--- src/rtl/fdb_pkg.sv ---
// Shared types and constants for the fetch/decode instruction buffer.
package fdb_pkg;

  localparam int unsigned INST_W = 32;
  localparam int unsigned PC_W   = 32;

  localparam logic [INST_W-1:0] NOP_INST = 32'h0000_0000;

  typedef struct packed {
    logic [PC_W-1:0]   pc;
    logic [INST_W-1:0] inst;
  } fdb_entry_t;

endpackage

--- src/rtl/fdb_ram.sv ---
// DEPTH x 64-bit entry store: one synchronous write port, one asynchronous read port.
module fdb_ram
  import fdb_pkg::*;
#(
  parameter  int unsigned DEPTH = 4,
  localparam int unsigned AW    = $clog2(DEPTH)
) (
  input  logic          clk,
  input  logic          we,
  input  logic [AW-1:0] waddr,
  input  fdb_entry_t    wdata,
  input  logic [AW-1:0] raddr,
  output fdb_entry_t    rdata
);

  fdb_entry_t mem [DEPTH];

  always_ff @(posedge clk) begin
    if (we) mem[waddr] <= wdata;
  end

  assign rdata = mem[raddr];

endmodule

--- src/rtl/fetch_decode_buffer.sv ---
// Circular instruction queue between fetch and decode with flush and fetch pause.
// Optional zero-latency empty bypass enabled by defining FDB_BYPASS_EN.
module fetch_decode_buffer
  import fdb_pkg::*;
#(
  parameter  int unsigned DEPTH = 4,
  localparam int unsigned CNT_W = $clog2(DEPTH) + 1
) (
  input  logic             clk,
  input  logic             rstn,
  input  logic             i_FDB_valid,
  input  logic [31:0]      i_FDB_inst,
  input  logic [31:0]      i_FDB_PC,
  output logic             o_FDB_pause,
  input  logic             i_FDB_ready,
  input  logic             i_FDB_flush,
  output logic             o_FDB_valid,
  output logic [31:0]      o_FDB_inst,
  output logic [31:0]      o_FDB_PC,
  output logic [CNT_W-1:0] o_FDB_count
);

  localparam int unsigned AW = $clog2(DEPTH);

  logic [AW-1:0]    wr_ptr;
  logic [AW-1:0]    rd_ptr;
  logic [CNT_W-1:0] count;
  logic             full;
  logic             empty;
  logic             push;
  logic             pop;
  logic             wr_en;
  logic             bypass;
  fdb_entry_t       wr_entry;
  fdb_entry_t       head;

  assign full     = (count == CNT_W'(DEPTH));
  assign empty    = (count == '0);
  assign push     = i_FDB_valid & ~full & ~i_FDB_flush;
  assign pop      = ~empty & i_FDB_ready & ~i_FDB_flush;
  assign wr_entry = '{pc: i_FDB_PC, inst: i_FDB_inst};

`ifdef FDB_BYPASS_EN
  // An entry taken straight through by decode while empty never touches storage.
  assign bypass = empty & i_FDB_valid & ~i_FDB_flush;
  assign wr_en  = push & ~(bypass & i_FDB_ready);
`else
  assign bypass = 1'b0;
  assign wr_en  = push;
`endif

  fdb_ram #(.DEPTH(DEPTH)) u_ram (
    .clk   (clk),
    .we    (wr_en),
    .waddr (wr_ptr),
    .wdata (wr_entry),
    .raddr (rd_ptr),
    .rdata (head)
  );

  always_comb begin
    o_FDB_valid = 1'b0;
    o_FDB_inst  = NOP_INST;
    o_FDB_PC    = '0;
    if (!empty) begin
      o_FDB_valid = 1'b1;
      o_FDB_inst  = head.inst;
      o_FDB_PC    = head.pc;
    end else if (bypass) begin
      o_FDB_valid = 1'b1;
      o_FDB_inst  = i_FDB_inst;
      o_FDB_PC    = i_FDB_PC;
    end
  end

  // Pause depends on registered occupancy only, so ready never reaches it combinationally.
  assign o_FDB_pause = full;
  assign o_FDB_count = count;

  always_ff @(posedge clk or negedge rstn) begin
    if (!rstn) begin
      wr_ptr <= '0;
      rd_ptr <= '0;
      count  <= '0;
    end else if (i_FDB_flush) begin
      wr_ptr <= '0;
      rd_ptr <= '0;
      count  <= '0;
    end else begin
      if (wr_en) wr_ptr <= wr_ptr + AW'(1);
      if (pop)   rd_ptr <= rd_ptr + AW'(1);
      count <= count + CNT_W'(wr_en) - CNT_W'(pop);
    end
  end

endmodule

--- config.mk ---
export PLATFORM = sky130hd
export DESIGN_NAME = fetch_decode_buffer
export DESIGN_NICKNAME = d
export VERILOG_FILES = /design/src/rtl/fdb_pkg.sv /design/src/rtl/fdb_ram.sv /design/src/rtl/fetch_decode_buffer.sv
export SDC_FILE = /design/constraint.sdc
export NUM_CORES = 1
export LEC_CHECK = 0
export CAP_MARGIN = 10
export CORE_ASPECT_RATIO = 1.2
export CORE_MARGIN = 2
export CORE_UTILIZATION = 49
export DETAILED_ROUTE_END_ITERATION = 7
export PLACE_DENSITY = 0.73
export SLEW_MARGIN = 20
export SYNTH_ARGS = -nofsm -noshare
export SYNTH_HDL_FRONTEND = slang
export SYNTH_SLANG_ARGS = --single-unit
--- constraint.sdc ---
create_clock -name clk -period 2.8 [get_ports clk]
set_input_delay 0.56 -clock clk [delete_from_list [all_inputs] [get_ports clk]]
set_output_delay 0.56 -clock clk [all_outputs]
set_load 0.05 [all_outputs]
==> metrics.yaml, run 1 <==
synthXorXnorAreaFrac_pct: 0.260
drt-total-wl_um: 18300
ys_warn_count: 0
ios: 138
startpoint: "o_FDB_count[1]"
synth.area.mux_share_pct: 14.3
whs_ns: 0.313
cts.path.max_buffers: 3
tightest_slew_ns: 0.501
reg2reg_depth: 10
rsz0062_at_grt: "true"
reg2reg_slack_ns: 0.32
viasPerCell: 5.29
syn-num-nets: 529
path_clk_slew_ns: 0.06
yosysSeqAreaShare_pct: 77.7
grt_antenna_before_repair: 2
cts_hold_buf: 0
required_ns: 2.24
vias: 4741
fp.dieArea_um2: 21800
hold_path_class: "in -> async"
grt_max_degree: 65
dr.pass1.iters: 4
finalCoreUtilization_pct: 63.3
clock.fmax_ghz: 0.367
num_rows: 57
ys_seq_elements: 263
grt_overflow: 0
yosys.area_share.simple_pct: 4.97
setup_viol_count_final: 0
final_cell_mix: "edfxtp_1 (256), clkdlybuf4s50_1 (72), mux4_2 (64), and2_1 (55), buf_6 (36)"
drt_iter0_drc: 306
track_usage_pct: 17.3
globalplace.congestion: 0.795
grt_pass1_wl_um: 28900
status: "finished, final reports clean"
core_um2: 20300
drive_above_1_share_pct: 31.6
clkSinkCount: 263
arrival_ns: 2.17
syn_avg_cell_area_um2: 22.3
ys_types: 22
dp_hpwl_um: 10900
fin_crit_ns: 2.73
final_net_count: 687
slew_headroom_pct: 66.5
r2r_end: "o_FDB_count[2]"
timing.rr.start: "o_FDB_count[1]"
powerDensity_nw_per_um2: 1010
die_x_um: 135
clock_latency_ns: 0.51
start_util_pct: 50.0
synth_top_family_by_area: "multiplexers"
root_buffer: "clkbuf_16"
drtAntennaViolNets: 0
synth_compound_gate_area_share_pct: 0.260
finalHoldViolCount: 0
die_h_um: 161
finClkSkew_ns: 0.00809
cap_viol_max_count: 0
area_growth_pct: 26.6
layout_commonest_cell: "edfxtp_1"
synthAdderAreaFrac_pct: 0.940
cts_tree: "yes"
p_leak_nw: 4.26
drc: 0
cts_inserted_buffers: 25
crit_fanout: 39
finalCritPeriodShare_pct: 97.3
cp-end-kind: "primary output"
cp-start-kind: "flip-flop"
portBuffers: 137
grt_pass1_vias: 5327
synth_area_um2: 10100
detail_route.wl_per_cell_um: 20.4
postSynthCellCount: 453
htreeDepth: 1
criticalPathCategory: "reg -> out"
vdd_ir_drop_max_mv: 0.765
maxSlewViolCount: 0
## layout make-up
class / count / area [µm²]
Fill cell: 1435 / 7440
Inverter: 6 / 22.5
Timing Repair Buffer: 153 / 1660
Clock buffer: 30 / 644
Sequential cell: 263 / 7870
Clock inverter: 16 / 125
Multi-Input combinational cell: 162 / 2150
Antenna cell: 2 / 5.00
Tap cell: 265 / 332
## timing repair
action / 4_1_cts / 5_1_grt
buffers inserted: 0 / 0
resized for setup: 5 / 43
setup endpoints to repair: 12 / 38
## worst max-delay path, stage by stage (launching register included)
cell     delay, ns
dfrtp_2       0.47
or3_2         0.57
buf_6         0.22
and2_1        0.18
buf_4         0.18
## per-layer routing
metal / GRT usage [%] / vias up / wire length, µm
li1: - / 2155 / -
met1: 22.3 / 2462 / 7440
met2: 30.6 / 113 / 9630
met3: 3.74 / 11 / 1090
met4: 3.27 / 0 / 160
met5: 0 / - / 0
## worst max-delay path by stage
stage	to	depth (start not counted)	slack, ns
2_1_floorplan	o_FDB_count[2]	11	0.07
3_3_place_gp	o_FDB_count[2]	12	0.03
3_5_place_dp	o_FDB_count[2]	12	-0.15
4_1_cts	o_FDB_inst[31]	4	0.005
5_1_grt	o_FDB_PC[30]	4	-0.02
6_report	o_FDB_inst[23]	4	0.07
## report_power, final
part / total [mW] / internal, mW / switching [mW]
sequential: 4.65 / 4.56 / 0.0896
clock: 3.16 / 1.82 / 1.34
combinational: 5.15 / 2.08 / 3.07
total: 13.0 / 8.45 / 4.51
## sequential cells by signal, indices dropped and copies added, names as in the netlist
signal       cells
u_ram.mem      256
rd_ptr           2
wr_ptr           2
o_FDB_count      3
## cells in the mapped netlist
master    instances  area (µm²)
edfxtp_1        256        7690
and2_1           69         432
mux4_2           64        1440
clkbuf_1          9        33.8
buf_2             8        40.0
dfrtp_1           7         175
ha_1              6        75.1
inv_1             6        22.5
nor2_1            6        22.5
buf_6             5        56.3
xor2_1            3        26.3
nand2b_1          2        12.5
nor3_1            2        10.0
or3_1             2        12.5
a21oi_1           1        5.00
fa_1              1        20.0
mux2i_1           1        10.0
nor2b_1           1        6.26
nor3b_1           1        7.51
o21ai_0           1        5.00
o311ai_0          1        8.76
o31ai_1           1        7.51
## kinds of logic after synthesis
logic type | Yosys count
AO/OA/AOI/OAI | 4
AND/OR/NAND/NOR | 83
adder cells (fa/ha/maj) | 7
flip-flops | 263
buffers and inverters | 28
XOR/XNOR | 3
multiplexers | 65
## through the flow
| step | setup WS (ns) | total power [mW] | std cells | setup TNS, ns | area [µm²] |
|---|---|---|---|---|---|
| after floorplan | 0.0704 | 8.07 | 453 | 0 | 10100 |
| after global placement | 0.0280 | 9.61 | 849 | 0 | 11900 |
| after detailed placement | -0.147 | 9.66 | 849 | -0.147 | 11900 |
| after CTS | 0.00481 | 12.9 | 895 | 0 | 12700 |
| after global routing | -0.0152 | 13.5 | 895 | -0.0551 | 12800 |
| final | 0.0744 | 13.0 | 897 | 0 | 12800 |
(Power assumes the default switching activity.)
==> run 2, diff against run 1 <==
--- a/config.mk
+++ b/config.mk
@@ -6,8 +6,6 @@
 export NUM_CORES = 1
 export LEC_CHECK = 0
 export CAP_MARGIN = 10
-export CORE_ASPECT_RATIO = 1.2
-export CORE_MARGIN = 2
 export CORE_UTILIZATION = 49
 export DETAILED_ROUTE_END_ITERATION = 7
 export PLACE_DENSITY = 0.73
==> run 2 against run 1 <==
Clock-buffer cell count did not move. Non-clock buffer count rose by 1. Critical path type unchanged. Routed wire length rose by 2.4%. Largest cell class unchanged. Worst hold slack improved by 0.0066 ns. Clock power barely moved. Largest power group unchanged. Combinational power fell by 5.0%. Clock skew rose by 0.0026 ns.
==> metrics.yaml, run 2 (synthesized netlist as in run 1, its figures left out) <==
status: "finished, final reports clean"  # unchanged
hold_path_class: "in -> async"  # unchanged
finalHoldViolCount: 0  # unchanged
regArea_um2: 7870  # unchanged
timing.rr.start: "o_FDB_count[2]"  # was o_FDB_count[1]
switching_power_mw: 4.49  # was 4.51 mW
dr.pass1.iters: 4  # unchanged
finClkSkew_ns: 0.0106  # was 0.00809 ns
grt_antenna_before_repair: 0  # was 2
layout_commonest_cell: "edfxtp_1"  # unchanged
vias: 4849  # was 4741
antenna_cells: 0  # was 2
fillers: 1389  # was 1435
track_usage_pct: 18.3  # was 17.3%
clock_latency_ns: 0.51  # about the same
cts.path.max_buffers: 3  # unchanged
setup_slack_ns: 0.0838  # was 0.0744 ns
powerDensity_nw_per_um2: 1000  # was 1010 nW/µm²
grt_pass1_wl_um: 29500  # was 28900 µm
drc: 0  # unchanged
place_ws_ns: -0.0964  # was -0.147 ns
largest_reg_flops: 256  # unchanged
cts_setup_buffers: 0  # unchanged
htreeDepth: 1  # unchanged
rsz0062_at_grt: "false"  # was true
num_rows: 52  # was 57
die_h_um: 146  # was 161 µm
grt_max_degree: 66  # was 65
cp-start-kind: "flip-flop"  # unchanged
finalCritPeriodShare_pct: 97.0  # was 97.3%
p_int_mw: 8.23  # was 8.45 mW
vdd_ir_drop_max_mv: 0.739  # was 0.765 mV
globalplace.congestion: 0.762  # was 0.795
ios: 138  # unchanged
criticalPathCategory: "reg -> out"  # unchanged
final_cell_mix: "edfxtp_1 (256), clkdlybuf4s50_1 (72), and2_1 (65), mux4_2 (64), buf_4 (62)"  # was edfxtp_1 (256), clkdlybuf4s50_1 (72), mux4_2 (64), and2_1 (55), buf_6 (36)
required_ns: 2.24  # about the same
sw_frac_of_total_pct: 35.3  # was 34.8%
multiInputGateArea_um2: 2120  # was 2150 µm²
top_register: "u_ram.mem"  # unchanged
clock.fmax_ghz: 0.368  # was 0.367 GHz
fin_crit_ns: 2.72  # was 2.73 ns
reg2reg_slack_ns: 0.35  # was 0.32 ns
r2r_end: "o_FDB_count[2]"  # unchanged
cts_tree: "yes"  # unchanged
viasPerCell: 5.39  # was 5.29
p_seq_share_pct: 36.7  # was 35.8%
drt-total-wl_um: 18800  # was 18300 µm
final.setup.tns_ns: 0  # unchanged
drt_iter0_drc: 309  # was 306
area_growth_pct: 25.7  # was 26.6%
arrival_ns: 2.16  # was 2.17 ns
root_buffer: "clkbuf_16"  # unchanged
detail_route.wl_per_cell_um: 20.8  # was 20.4 µm
cap_viol_max_count: 0  # unchanged
dp_hpwl_um: 10900  # about the same
p_leak_nw: 4.22  # was 4.26 nW
die_x_um: 146  # was 135 µm
p_clk_share_pct: 24.9  # was 24.4%
slew_headroom_pct: 66.8  # was 66.5%
portBuffers: 137  # unchanged
start_util_pct: 50.0  # about the same
setup_viol_count_final: 0  # unchanged
reg2reg_depth: 11  # was 10
drtAntennaViolNets: 0  # unchanged
maxSlewViolCount: 0  # unchanged
core_um2: 20200  # was 20300 µm²
final_net_count: 688  # was 687
grt_pass1_vias: 5367  # was 5327
drive_above_1_share_pct: 30.3  # was 31.6%
comb_power_share_pct: 38.5  # was 39.7%
clkSinkCount: 263  # unchanged
crit_fanout: 25  # was 39
grt_overflow: 0  # unchanged
fp.dieArea_um2: 21200  # was 21800 µm²
cp-end-kind: "primary output"  # unchanged
path_clk_slew_ns: 0.06  # about the same
tightest_slew_ns: 0.497  # was 0.501 ns
cts_inserted_buffers: 25  # unchanged
[run 2: cell count changes in the layout (fill, tap and decap cells not counted), moves of 2 or more]
cell / delta
diode_2: -2
buf_12: +2
and2_1: +10
buf_4: +33
buf_6: -35
and2_4: -10
[run 2: how the worst max path moves through the flow]
stage	start	to	slack (ns)	cells past startpoint
2_1_floorplan	o_FDB_count[2]	o_FDB_count[2]	0.07	11
3_3_place_gp	i_FDB_valid	o_FDB_count[2]	0.03	12
3_5_place_dp	i_FDB_valid	o_FDB_count[2]	-0.1	12
4_1_cts	rd_ptr[0]	o_FDB_inst[18]	0.02	4
5_1_grt	rd_ptr[0]	o_FDB_PC[26]	0.002	4
6_report	rd_ptr[0]	o_FDB_PC[26]	0.08	4
[run 2: per-stage QoR]
step                instances  area, µm²  hold slack (ns)  total power [mW]  util (%)
floorplan                 453      10100            0.264              8.07         -
global placement          854      11900            0.572              9.53      58.7
detailed placement        854      11900            0.614              9.59      58.7
CTS                       900      12700            0.306              12.8      62.8
global route              900      12700            0.324              13.2      62.8
finish                    900      12700            0.320              12.7      62.8
[run 2: final cells by class]
cell class / count / share of cell area [%]
flip-flops and latches: 263 / 61.9
clock buffers: 30 / 5.07
clock inverters: 15 / 0.974
inverters: 6 / 0.177
repair buffers: 154 / 12.5
multi-input cells: 162 / 16.7
well taps: 270 / 2.66
[run 2: per-layer routing]
layer / wire length [µm] / vias up / global-route usage (%) / share of wire (%)
met5: 0 / - / 0 / 0
met4: 364 / 0 / 5.11 / 1.9
met3: 998 / 30 / 3.32 / 5.3
met2: 9510 / 140 / 30.9 / 51
met1: 7890 / 2529 / 24.6 / 42
li1: - / 2150 / - / -
[run 2: critical path, stage by stage (launching register included)]
cell and delay, ns:
dfrtp_4 0.49, buf_16 0.25, mux4_2 0.54, and2_1 0.18
buf_4 0.19
[run 2: power by group through the flow]
stage	registers [mW]	clock network [mW]	logic (mW)
floorplan	4.75	0	3.33
global placement	4.72	0	4.82
detailed placement	4.74	0	4.86
CTS	4.67	3.24	4.94
global route	4.68	3.38	5.14
finish	4.66	3.16	4.89
[run 2: timing repair]
action | CTS | global route
hold buffers | 0 | 0
hold endpoints to repair | 0 | 0
setup endpoints to repair | 64 | 32
gates cloned | 1 | 0
gates resized for setup | 4 | 5
==> run 3, diff against run 2 <==
--- a/config.mk
+++ b/config.mk
@@ -7,6 +7,7 @@
 export LEC_CHECK = 0
 export CAP_MARGIN = 10
 export CORE_UTILIZATION = 49
+export CTS_BUF_LIST = sky130_fd_sc_hd__clkbuf_4 sky130_fd_sc_hd__clkbuf_8 sky130_fd_sc_hd__clkbuf_16
 export DETAILED_ROUTE_END_ITERATION = 7
 export PLACE_DENSITY = 0.73
 export SLEW_MARGIN = 20
==> run 3 against run 2 <==
Global-route usage barely moved. Via count fell by 0.14%. Sequential share of layout area fell by 0.13 points. Sequential power barely moved. Combinational power barely moved. Register-to-register slack barely moved. Cell count did not move. Power rose by 0.61%. Design area rose by 0.21%. Sequential cell count did not move. Critical path depth did not move. First-iteration DRC count rose by 7.1%.
==> metrics.yaml, run 3 (synthesized netlist as in run 1, its figures left out) <==
multiInputGateArea_um2: 2120  # unchanged
core_um2: 20200  # unchanged
cp-end-kind: "primary output"  # unchanged
grt_antenna_before_repair: 0  # unchanged
largest_reg_flops: 256  # unchanged
rsz0062_at_grt: "false"  # unchanged
finalCoreUtilization_pct: 63.0  # was 62.8%
grt_pass1_wl_um: 29600  # was 29500 µm
dr.pass1.iters: 4  # unchanged
slew_headroom_pct: 66.4  # was 66.8%
finClkSkew_ns: 0.0152  # was 0.0106 ns
regArea_um2: 7870  # unchanged
cp-start-kind: "flip-flop"  # unchanged
area_growth_pct: 25.9  # was 25.7%
p_total_mw: 12.8  # was 12.7 mW
layout_commonest_cell: "edfxtp_1"  # unchanged
maxSlewViolCount: 0  # unchanged
vias: 4842  # was 4849
cts.path.max_buffers: 3  # unchanged
fp.dieArea_um2: 21200  # unchanged
clock_latency_ns: 0.52  # was 0.51 ns
portBuffers: 137  # unchanged
crit_fanout: 25  # unchanged
grt_max_degree: 66  # unchanged
final_cell_mix: "edfxtp_1 (256), clkdlybuf4s50_1 (72), and2_1 (65), mux4_2 (64), buf_4 (60)"  # was edfxtp_1 (256), clkdlybuf4s50_1 (72), and2_1 (65), mux4_2 (64), buf_4 (62)
required_ns: 2.24  # about the same
arrival_ns: 2.16  # about the same
vdd_ir_drop_max_mv: 0.738  # was 0.739 mV
drt_iter0_drc: 331  # was 309
antenna_cells: 0  # unchanged
htreeDepth: 1  # unchanged
cts_setup_buffers: 0  # unchanged
dp_hpwl_um: 10900  # unchanged
die_x_um: 146  # unchanged
drtAntennaViolNets: 0  # unchanged
clkSinkCount: 263  # unchanged
grt_pass1_vias: 5382  # was 5367
setup_viol_count_final: 0  # unchanged
p_leak_nw: 4.24  # was 4.22 nW
top_register: "u_ram.mem"  # unchanged
viasPerCell: 5.38  # was 5.39
num_rows: 52  # unchanged
grt_overflow: 0  # unchanged
cts_tree: "yes"  # unchanged
fillers: 1384  # was 1389
cap_viol_max_count: 0  # unchanged
tightest_slew_ns: 0.502  # was 0.497 ns
startpoint: "rd_ptr[0]"  # unchanged
die_h_um: 146  # unchanged
fin_crit_ns: 2.72  # about the same
clock.fmax_ghz: 0.368  # about the same
drt-total-wl_um: 18800  # about the same
globalplace.congestion: 0.762  # unchanged
detail_route.wl_per_cell_um: 20.9  # was 20.8 µm
hold_path_class: "in -> async"  # unchanged
start_util_pct: 50.0  # unchanged
ios: 138  # unchanged
cts_inserted_buffers: 25  # unchanged
finalHoldViolCount: 0  # unchanged
drc: 0  # unchanged
status: "finished, final reports clean"  # unchanged
drive_above_1_share_pct: 31.1  # was 30.3%
finalCritPeriodShare_pct: 97.0  # about the same
powerDensity_nw_per_um2: 1000  # about the same
path_clk_slew_ns: 0.06  # about the same
criticalPathCategory: "reg -> out"  # unchanged
final_net_count: 688  # unchanged
root_buffer: "clkbuf_16"  # unchanged
track_usage_pct: 18.3  # about the same
timing.rr.start: "o_FDB_count[2]"  # unchanged
-- run 3: cell types whose count changed in the layout (fill, tap and decap cells not counted) --
cell / previous run / this run
clkbuf_1: 5 / 0
buf_4: 62 / 60
buf_6: 1 / 3
clkbuf_4: 0 / 5
-- run 3: repair_timing --
item / CTS / global route
pin swaps: 0 / 0
setup endpoints to repair: 64 / 44
hold buffers: 0 / 0
gates resized for setup: 4 / 7
gates cloned: 1 / 0
-- run 3: metrics by stage --
step	instance area [µm²]	hold WS [ns]	setup slack, ns	cells	setup TNS (ns)
final	12700	0.313	0.0832	900	0
after global routing	12700	0.324	0.00536	900	0
after CTS	12700	0.306	0.0144	900	0
after detailed placement	11900	0.614	-0.0964	854	-0.0964
after global placement	11900	0.572	0.0274	854	0
after floorplan	10100	0.264	0.0704	453	0
-- run 3: path summary, 6_finish.rpt --
kind	slack (ns)	end	cells after the start
max reg2reg	0.36	o_FDB_count[2]	11
max in group asynchronous	2.19	rd_ptr[0]	1
max	0.08	o_FDB_inst[11]	4
min in group clk	0.62	wr_ptr[1]	2
min	0.31	o_FDB_count[0]	1
min reg2reg	0.62	wr_ptr[1]	2
-- run 3: metal layers --
layer  GRT usage, %  wire [µm]  vias to the layer above
met5              0          0                        -
li1               -          -                     2153
met3           3.32        837                       20
met2           31.0       9610                      126
met4           5.26        319                        0
met1           24.6       8030                     2543
-- run 3: where the power goes --
group | switching, mW | internal, mW
clock network | 1.36 | 1.87
logic | 3.04 | 1.86
registers | 0.109 | 4.56
total | 4.51 | 8.29
-- run 3: final cells by class --
cell class,count,area share [%]
flip-flops and latches,263,61.8
multi-input cells,162,16.7
repair buffers,154,12.5
clock buffers,30,5.20
well taps,270,2.65
clock inverters,15,0.972
inverters,6,0.177
-- run 3: worst max-delay path: stages (launching register included) --
cell and delay [ns]:
dfrtp_4 0.49, buf_16 0.25, mux4_2 0.53, and2_1 0.18, buf_4 0.19
